### src/rtl/uart_tx_fifo.sv
// uart_tx_fifo: UART transmitter with a valid/ready TX FIFO and runtime frame config.
//
// Ports:
//   i_clk_sys     system clock, rising edge
//   i_rst_n       asynchronous active-low reset
//   i_baud_div    system clocks per UART bit (0 and 1 behave as 2)
//   i_parity_en   append a parity bit
//   i_parity_odd  1 = odd parity, 0 = even parity
//   i_stop2       1 = two stop bits, 0 = one stop bit
//   i_data        word to queue
//   i_valid       i_data is valid
//   o_ready       FIFO can accept a word
//   o_fifo_level  words waiting in the FIFO (not counting the one being shifted)
//   o_busy        a frame is in progress
//   o_frame_done  one-cycle pulse at the end of each frame
//   o_uart_tx     registered serial line, idles high
module uart_tx_fifo #(
    parameter int DATA_WIDTH = 8,
    parameter int FIFO_DEPTH = 16,
    parameter int DIV_WIDTH  = 16
) (
    input  logic                        i_clk_sys,
    input  logic                        i_rst_n,
    input  logic [DIV_WIDTH-1:0]        i_baud_div,
    input  logic                        i_parity_en,
    input  logic                        i_parity_odd,
    input  logic                        i_stop2,
    input  logic [DATA_WIDTH-1:0]       i_data,
    input  logic                        i_valid,
    output logic                        o_ready,
    output logic [$clog2(FIFO_DEPTH):0] o_fifo_level,
    output logic                        o_busy,
    output logic                        o_frame_done,
    output logic                        o_uart_tx
);
    localparam int AW = $clog2(FIFO_DEPTH);
    localparam int LW = AW + 1;
    localparam int BW = $clog2(DATA_WIDTH);

    typedef enum logic [2:0] {S_IDLE, S_START, S_DATA, S_PARITY, S_STOP} state_t;

    logic [DATA_WIDTH-1:0] r_mem [FIFO_DEPTH];
    logic [AW-1:0]         r_wptr;
    logic [AW-1:0]         r_rptr;
    logic [LW-1:0]         r_level;
    logic                  r_ready;
    state_t                r_state;
    logic [DIV_WIDTH-1:0]  r_cnt;
    logic [DIV_WIDTH-1:0]  r_div;
    logic [BW-1:0]         r_bit;
    logic [DATA_WIDTH-1:0] r_shift;
    logic                  r_par_en;
    logic                  r_par;
    logic                  r_stop2;
    logic                  r_busy;
    logic                  r_frame_done;
    logic                  r_uart_tx;

    logic                  w_push;
    logic                  w_pop;
    logic                  w_bit_end;
    logic                  w_last_stop;
    logic [LW-1:0]         w_level_nxt;
    logic [DIV_WIDTH-1:0]  w_div;
    logic [DATA_WIDTH-1:0] w_head;

    assign w_push      = i_valid && r_ready;
    assign w_bit_end   = (r_cnt == r_div - DIV_WIDTH'(1));
    // Final cycle of the last stop bit: r_bit counts stop bits (0, then 1 if two)
    assign w_last_stop = (r_state == S_STOP) && w_bit_end && (r_bit == BW'(r_stop2));
    assign w_pop       = ((r_state == S_IDLE) || w_last_stop) && (r_level != '0);
    assign w_level_nxt = r_level + LW'(w_push) - LW'(w_pop);
    assign w_div       = (i_baud_div < DIV_WIDTH'(2)) ? DIV_WIDTH'(2) : i_baud_div;
    assign w_head      = r_mem[r_rptr];

    assign o_ready      = r_ready;
    assign o_fifo_level = r_level;
    assign o_busy       = r_busy;
    assign o_frame_done = r_frame_done;
    assign o_uart_tx    = r_uart_tx;

    // Storage is not reset; the pointers alone define the FIFO contents.
    always_ff @(posedge i_clk_sys) begin
        if (w_push) r_mem[r_wptr] <= i_data;
    end

    always_ff @(posedge i_clk_sys or negedge i_rst_n) begin
        if (!i_rst_n) begin
            r_wptr  <= '0;
            r_rptr  <= '0;
            r_level <= '0;
            r_ready <= 1'b1;
        end else begin
            if (w_push) r_wptr <= r_wptr + AW'(1);
            if (w_pop) r_rptr <= r_rptr + AW'(1);
            r_level <= w_level_nxt;
            r_ready <= (w_level_nxt < LW'(FIFO_DEPTH));
        end
    end

    always_ff @(posedge i_clk_sys or negedge i_rst_n) begin
        if (!i_rst_n) begin
            r_state      <= S_IDLE;
            r_cnt        <= '0;
            r_div        <= DIV_WIDTH'(2);
            r_bit        <= '0;
            r_shift      <= '0;
            r_par_en     <= 1'b0;
            r_par        <= 1'b0;
            r_stop2      <= 1'b0;
            r_busy       <= 1'b0;
            r_frame_done <= 1'b0;
            r_uart_tx    <= 1'b1;
        end else begin
            r_cnt        <= ((r_state == S_IDLE) || w_bit_end) ? '0 : r_cnt + DIV_WIDTH'(1);
            r_frame_done <= w_last_stop;
            // The line lags the FSM by one cycle, so the pop edge itself still shows idle
            r_uart_tx    <= (r_state == S_START)  ? 1'b0 :
                            (r_state == S_DATA)   ? r_shift[0] :
                            (r_state == S_PARITY) ? r_par : 1'b1;
            if (w_pop) begin
                r_state  <= S_START;
                r_bit    <= '0;
                r_shift  <= w_head;
                r_div    <= w_div;
                r_par_en <= i_parity_en;
                r_par    <= (^w_head) ^ i_parity_odd;
                r_stop2  <= i_stop2;
                r_busy   <= 1'b1;
            end else if (w_last_stop) begin
                r_state <= S_IDLE;
                r_busy  <= 1'b0;
            end else if (w_bit_end && (r_state != S_IDLE)) begin
                case (r_state)
                    S_START: begin
                        r_state <= S_DATA;
                        r_bit   <= '0;
                    end
                    S_DATA: begin
                        r_shift <= r_shift >> 1;
                        if (r_bit == BW'(DATA_WIDTH - 1)) begin
                            r_state <= r_par_en ? S_PARITY : S_STOP;
                            r_bit   <= '0;
                        end else begin
                            r_bit <= r_bit + BW'(1);
                        end
                    end
                    S_PARITY: begin
                        r_state <= S_STOP;
                        r_bit   <= '0;
                    end
                    S_STOP:  r_bit <= r_bit + BW'(1);
                    default: r_state <= S_IDLE;
                endcase
            end
        end
    end
endmodule

### config.mk
export PLATFORM = sky130hd
export DESIGN_NAME = uart_tx_fifo
export DESIGN_NICKNAME = d
export VERILOG_FILES = /design/src/rtl/uart_tx_fifo.sv
export SDC_FILE = /design/constraint.sdc
export NUM_CORES = 1
export LEC_CHECK = 0
export BUFFER_PORTS_ARGS = -buffer_cell sky130_fd_sc_hd__buf_4
export CORE_ASPECT_RATIO = 0.75
export CORE_MARGIN = 10
export CORE_UTILIZATION = 40
export CTS_CLUSTER_SIZE = 30
export DETAILED_ROUTE_END_ITERATION = 8
export SYNTH_ARGS = -nofsm -noshare
export SYNTH_HDL_FRONTEND = slang
export SYNTH_SLANG_ARGS = --single-unit
### constraint.sdc
create_clock -name i_clk_sys -period 5.05 [get_ports i_clk_sys]
set_input_delay 0.505 -clock i_clk_sys [delete_from_list [all_inputs] [get_ports i_clk_sys]]
set_output_delay 0.505 -clock i_clk_sys [all_outputs]
set_load 0.05 [all_outputs]
* Word level (Yosys, flattened, before mapping)
Memories as Yosys holds them, arrays and structs flattened.
Cells that the tools add are included.
** Storage, ports and cells
- Memories :: 1
- Memory bits (writable) :: 128
- Register bits :: 66
- Input port bits :: 30
- Output and inout port bits :: 9
** Operators by class
- $add $sub $neg :: 7
- Order comparisons :: 2
- Bitwise operators :: 1
- Equal/unequal tests :: 10
- Reductions and logical operators :: 20
- Muxes and demuxes :: 24
** Memories
- r_mem :: words 16, bits a word 8, read ports 1, clocked after Yosys merged registers in 0, wr ports 1, line 42 : logic [DATA_WIDTH-1:0] r_mem [FIFO_DEPTH];
** Operators with widths (count)
- $mux 16 :: 2
- $mux 8 :: 4
- $mux 3 :: 9
- $add 16x1->16 const B :: 1
- $eq 16x16->1 :: 1
- $lt 16x2->1 const B :: 1
- $sub 16x1->16 const B :: 1
- $pmux 3 s4 :: 1
- $pmux 3 s3 :: 1
- $reduce_and 3->1 :: 3
- $add 4x1->4 const B :: 2
- $reduce_xor 8->1 :: 1
- $mux 1 :: 7
- $eq 3x2->1 const B :: 2
- $eq 3x3->1 const B :: 2
- $reduce_bool 2->1 :: 3
- $reduce_bool 3->1 :: 2
- $add 5x1->5 :: 1
- $logic_and 1x1->1 :: 5
- $lt 5x5->1 const B :: 1
- $reduce_bool 5->1 :: 1
- $sub 5x1->5 :: 1
- $ne 4x3->1 const B :: 1
- $reduce_bool 4->1 :: 1
- 9 further kinds :: 10

* Logic depth before layout (Yosys ltp)
- Depth in word-level cells :: 8
- Depth in mapped cells :: 21

* Least setup slack after synthesis
OpenSTA, ideal clock, no wires.
- Path type :: register to register
- Start :: reg r_div[1]
- End :: reg r_level[4] (netlist: o_fifo_level[4])
- Required time :: 4929 ps
- Library setup time :: 121 ps
- Period minus slack after synthesis :: 3845 ps
- Arrival time :: 3723 ps
- Cell stages (with the launch flop) :: 20
- Buffers on the path :: 2
- Slack :: 1205 ps
- Path through :: dfstp_2 inv_1 ha_1 or3_1 a311oi_1 nand4_1 a21oi_2 buf_4 buf_4 ha_1 inv_1 ha_1 inv_1 fa_1 inv_1 a21oi_1 nor2_1 nor2_1 xor2_1 inv_1
** On the way
- Longest elaborated chain between the ends :: 7
** Ends and longest elaborated chain
- start, declared :: line 49 : logic [DIV_WIDTH-1:0] r_div;
- start signal, assigned :: line 125 : r_div <= w_div;
- $sub 16x1->16 :: line 68 : assign w_bit_end = (r_cnt == r_div - DIV_WIDTH'(1));
- $eq 16x16->1 :: line 68
- $logic_and 1x1->1 (2 in series) :: line 70 : assign w_last_stop = (r_state == S_STOP) && w_bit_end && (r_bit == BW'(r_stop2));
- $logic_or 1x1->1 :: line 71 : assign w_pop = ((r_state == S_IDLE) || w_last_stop) && (r_level != '0);
- $logic_and 1x1->1 :: line 71
- via w_pop :: line 60 : logic w_pop;
- $sub 5x1->5 :: line 72 : assign w_level_nxt = r_level + LW'(w_push) - LW'(w_pop);
- via w_level_nxt[4] :: line 63 : logic [LW-1:0] w_level_nxt;
- end signal, assigned :: line 96 : r_level <= w_level_nxt;
- end, declared :: line 45 : logic [LW-1:0] r_level;
The timed path passes the listed nets, and every way through them passes these cells.
A chain may end at the register's enable or synchronous reset.

* Worst setup path in the final report
- Start :: reg r_div[2]
- End :: reg r_level[4] (netlist: o_fifo_level[4])
** On the way
- Longest elaborated chain between the ends :: 7
** Ends and longest elaborated chain (line)
- $sub 16x1->16 :: 68
- $eq 16x16->1 :: 68
- $logic_and 1x1->1 (2 in series) :: 70
- $logic_or 1x1->1 :: 71
- $logic_and 1x1->1 :: 71
- $sub 5x1->5 :: 72
- via w_level_nxt[4] :: 63
The timed path passes the listed nets, and every way through them passes these cells.

==> implementation parameters <==
Parameter                              Value

Global route
  Antenna violations before repair    0
  Largest net degree at the start of global routing    67
  Number of global-route vias before repair    5025
  Global-route wire length before repair    28.84 mm
  Global-route congestion overflow total    0
  GRT Util Overall    13.26%

Hold path
  Type of the most critical hold path    in2async

Route
  DRC violations left    0
  Amount of wire on met2 after detailed routing    7.948 mm
  Top sig layer    met4
  Via count normalized by instance count    5.324
  Met3 wire len    809 µm
  Average wire length per cell after detail routing    18.87 µm
  First-pass detailed-route iteration total    5
  Met1 routed wirelength after detailed routing    9.230 mm
  Total number of vias    5111
  Remaining number of nets flagged by the antenna check after routing    0
  Routed wire length    18.12 mm
  Initial detailed-routing violation count    448

Synth
  Post-synth ARST share    34.02%
  Adder-cell share of the synthesized area    2.387%
  Combinational family with the most area after synthesis    multiplexers
  Number of synthesized flops with an enable pin    128
  Post-Synth XOR/XNOR Area    5.192%
  Prevailing post-synth register cell    sky130_fd_sc_hd__edfxtp_1
  Number of nets in the synthesized netlist    668
  Simple-gate share of the synthesized area    9.133%
  Multiplexer share of the synthesized area    11.59%
  Register area share after synthesis    63.21%
  Warnings from Yosys    0
  Number of distinct library cells after synthesis    55
  Synthesized netlist cell count    622
  Mean area per synthesized cell    13.99 µm²
  Yosys reg bits    194
  Synthesized-area fraction occupied by ao, oa, aoi and oai cells    6.069%
  Post-synthesis instance area    8700 µm²

Finish
  Antenna diode instance count    0
  Number of filler instances in the final layout    1865
  Seq. cell area    5500 µm²
  Commonest non-fill, non-tap cell in the layout    sky130_fd_sc_hd__edfxtp_1
  Leading cell types in the layout, fill and taps excluded    128 x sky130_fd_sc_hd__edfxtp_1, 62 x sky130_fd_sc_hd__dfrtp_1, 51 x sky130_fd_sc_hd__nor2_1
  Total Nets Final    705
  Share of post-route cells with drive strength above 1    18.60%
  Area taken by multi-input logic gates    2998 µm²
  Filler-free cell count of the finished design    960
  Layout Area Growth over Synthesis    13.13%

Run status
  Status    complete, no violations

Critical path
  Crit path top cell by count    sky130_fd_sc_hd__inv_1
  Crit path kind    reg2reg
  Highest cell delay on the worst timing path    0.63 ns
  Crit path arrival time    4.44 ns
  Endpoint required time on the critical path    5.38 ns
  Reg2reg path depth    17
  Crit path max-delay family    simple AND/OR/NAND/NOR gates
  Crit path launch type    flop
  Total buffers and inverters traversed by the critical path    4
  Crit-path slowest cell    sky130_fd_sc_hd__nor4_1
  R2R Setup Slk    0.94 ns
  Cell-by-cell trace of the critical path    nor4_1 -> nand4_1 -> xnor2_1 -> a311oi_1 -> nand4_1 -> a21oi_4 -> ha_1 -> inv_1 -> ha_1 -> inv_1 -> fa_1 -> inv_1 -> a21oi_1 -> nor2_1 -> nor2_1 -> xor2_1 -> inv_1
  Sort of element at the end of the critical path    flop
  Reg2reg start    r_div[2]
  Max Fanout on Critical Path    8
  Capture point of the worst reg-to-reg path    o_fifo_level[4]

STA
  Final Hold Vio Count    0
  Achievable frequency    243.2 MHz
  Final Critical Period    4.113 ns
  Final setup violation count    0
  Transition at the pin with the smallest max-transition slack    1.293 ns
  Part of the cycle the worst path needs    81.44%
  Setup repair after global routing missed its margin    false
  Count of final max-slew check failures    0
  Remaining max-slew budget at the tightest pin    13.12%
  Setup Skew    0.009558 ns
  Aggregate negative setup slack    0 ns

Die
  I/O pin cnt    39
  Die Y-Extent    147.7 µm
  Die area    28110 µm²
  Initial cell density of the core    40.96%
  Placeable core region    21240 µm²
  Die span in x    190.3 µm
  Std-Cell Rows    46

Power
  Power density cells    402.5 nW/µm²
  Power spent charging and discharging nets    1.180 mW
  Leak Pwr    3.844 nW
  Cell-internal power    2.782 mW
  Sequential power share    50.1%
  Switching share of power    29.78%
  VDD IR max    0.3314 mV
  Comb pwr share    17.0%
  Clock power share    32.9%

Clock network
  CTS Hold Bufs    0
  Number of clock sinks    194
  Number of setup buffers added after CTS    0
  Buffers from clock root to sink, at most    2
  Clock latency of the later-clocked register in the worst-skew pair    0.44 ns
  Count of H-tree levels built during CTS    4
  Post-CTS Resized    0
  TritonCTS clock tree    yes
  Number of buffers created by CTS    17
  Clock transition at the registers of the reported paths    0.07 ns
  Clock tree root driver cell    sky130_fd_sc_hd__clkbuf_16

Placement
  Global placer's final weighted congestion    0.8321
  Number of I/O port buffers    38
  Number of placed instances, taps included    928
  Dpl hpwl    12.63 mm

Job
  Number of max-cap violations    0
## power by group through the flow
stage	Clock [mW]	Combinational, mW	Sequential, mW
after floorplan	0	0.428	2.04
after global routing	1.41	0.749	2.00
after CTS	1.33	0.682	1.98
after detailed placement	0	0.680	2.02
final	1.30	0.674	1.99
after global placement	0	0.664	2.01
## cell type report
cell class / count / share of cell area (%)
clock buffer: 18 / 4.361
clock inverter: 14 / 1.437
inverter: 20 / 0.7628
multi-input combinational: 381 / 30.46
sequential: 194 / 55.89
tap: 288 / 3.661
timing repair buffer: 45 / 3.432
## cells by family after synthesis
kind of cell,count (synthesis)
muxes,78
DFF,194
xor gates and xnor gates,50
AOI/OAI and AO/OA,77
adders and majority gates,16
buffers and inverters,47
and+or+nand+nor,160
## worst max-delay path by stage
stage / from / endpoint / slack, ns / cells past startpoint
3_5_place_dp: r_div[2] / o_fifo_level[4] / 0.95 / 17
6_report: r_div[2] / o_fifo_level[4] / 0.94 / 17
3_3_place_gp: r_div[2] / o_fifo_level[4] / 1.09 / 17
4_1_cts: r_div[2] / o_fifo_level[4] / 0.94 / 17
5_1_grt: r_div[2] / o_fifo_level[4] / 0.48 / 17
2_1_floorplan: r_div[1] / o_fifo_level[4] / 1.21 / 19
## sequential cells by signal (all words and copies together), names as in the netlist
signal / flops
r_mem: 128
r_cnt: 16
r_div: 16
r_shift: 8
o_fifo_level: 5
r_rptr: 4
r_wptr: 4
r_bit: 3
r_state: 3
o_busy: 1
o_frame_done: 1
o_ready: 1
o_uart_tx: 1
r_par: 1
r_par_en: 1
r_stop2: 1
## synth_stat cells, drive strengths merged, types with 2 or more instances
| master | number | share of area, % |
|---|---|---|
| a211oi | 2 | 0.17 |
| a21o | 2 | 0.17 |
| a21oi | 7 | 0.49 |
| a221oi | 16 | 1.6 |
| a22oi | 9 | 0.78 |
| a31oi | 4 | 0.29 |
| and2 | 4 | 0.29 |
| and3 | 3 | 0.22 |
| buf | 15 | 1.0 |
| clkbuf | 12 | 0.52 |
| dfrtp | 63 | 18 |
| dfstp | 3 | 0.91 |
| edfxtp | 128 | 44 |
| ha | 15 | 2.2 |
| inv | 20 | 0.86 |
| mux2 | 22 | 2.8 |
| mux2i | 40 | 4.6 |
| mux4 | 16 | 4.1 |
| nand2 | 38 | 1.6 |
| nand2b | 5 | 0.36 |
| nand3 | 13 | 0.75 |
| nand4 | 9 | 0.82 |
| nor2 | 51 | 2.2 |
| nor2b | 4 | 0.29 |
| nor3 | 14 | 0.81 |
| nor4 | 9 | 0.82 |
| nor4b | 2 | 0.20 |
| o21ai | 28 | 1.6 |
| or3 | 2 | 0.14 |
| or4 | 2 | 0.22 |
| xnor2 | 31 | 3.1 |
| xor2 | 18 | 1.8 |
## through the flow
stage	setup WS [ns]	utilization [%]	power [mW]	hold WS, ns	cell area (µm²)
2_1_floorplan	1.205	-	2.472	0.2094	8700
3_3_place_gp	1.089	43.66	2.674	0.4960	9271
3_5_place_dp	0.9546	43.66	2.697	0.4675	9271
4_1_cts	0.9443	46.34	3.998	0.1978	9842
5_1_grt	0.4839	46.34	4.166	0.2392	9842
6_report	0.9374	46.34	3.962	0.1721	9842
## routing by layer
| layer | up-vias | global-route usage (%) |
|---|---|---|
| li1 | 2403 | - |
| met1 | 2572 | 19.68 |
| met2 | 124 | 18.76 |
| met3 | 12 | 3.432 |
| met4 | 0 | 3.221 |
| met5 | - | 0 |
Power figures use the tool's default switching activity.
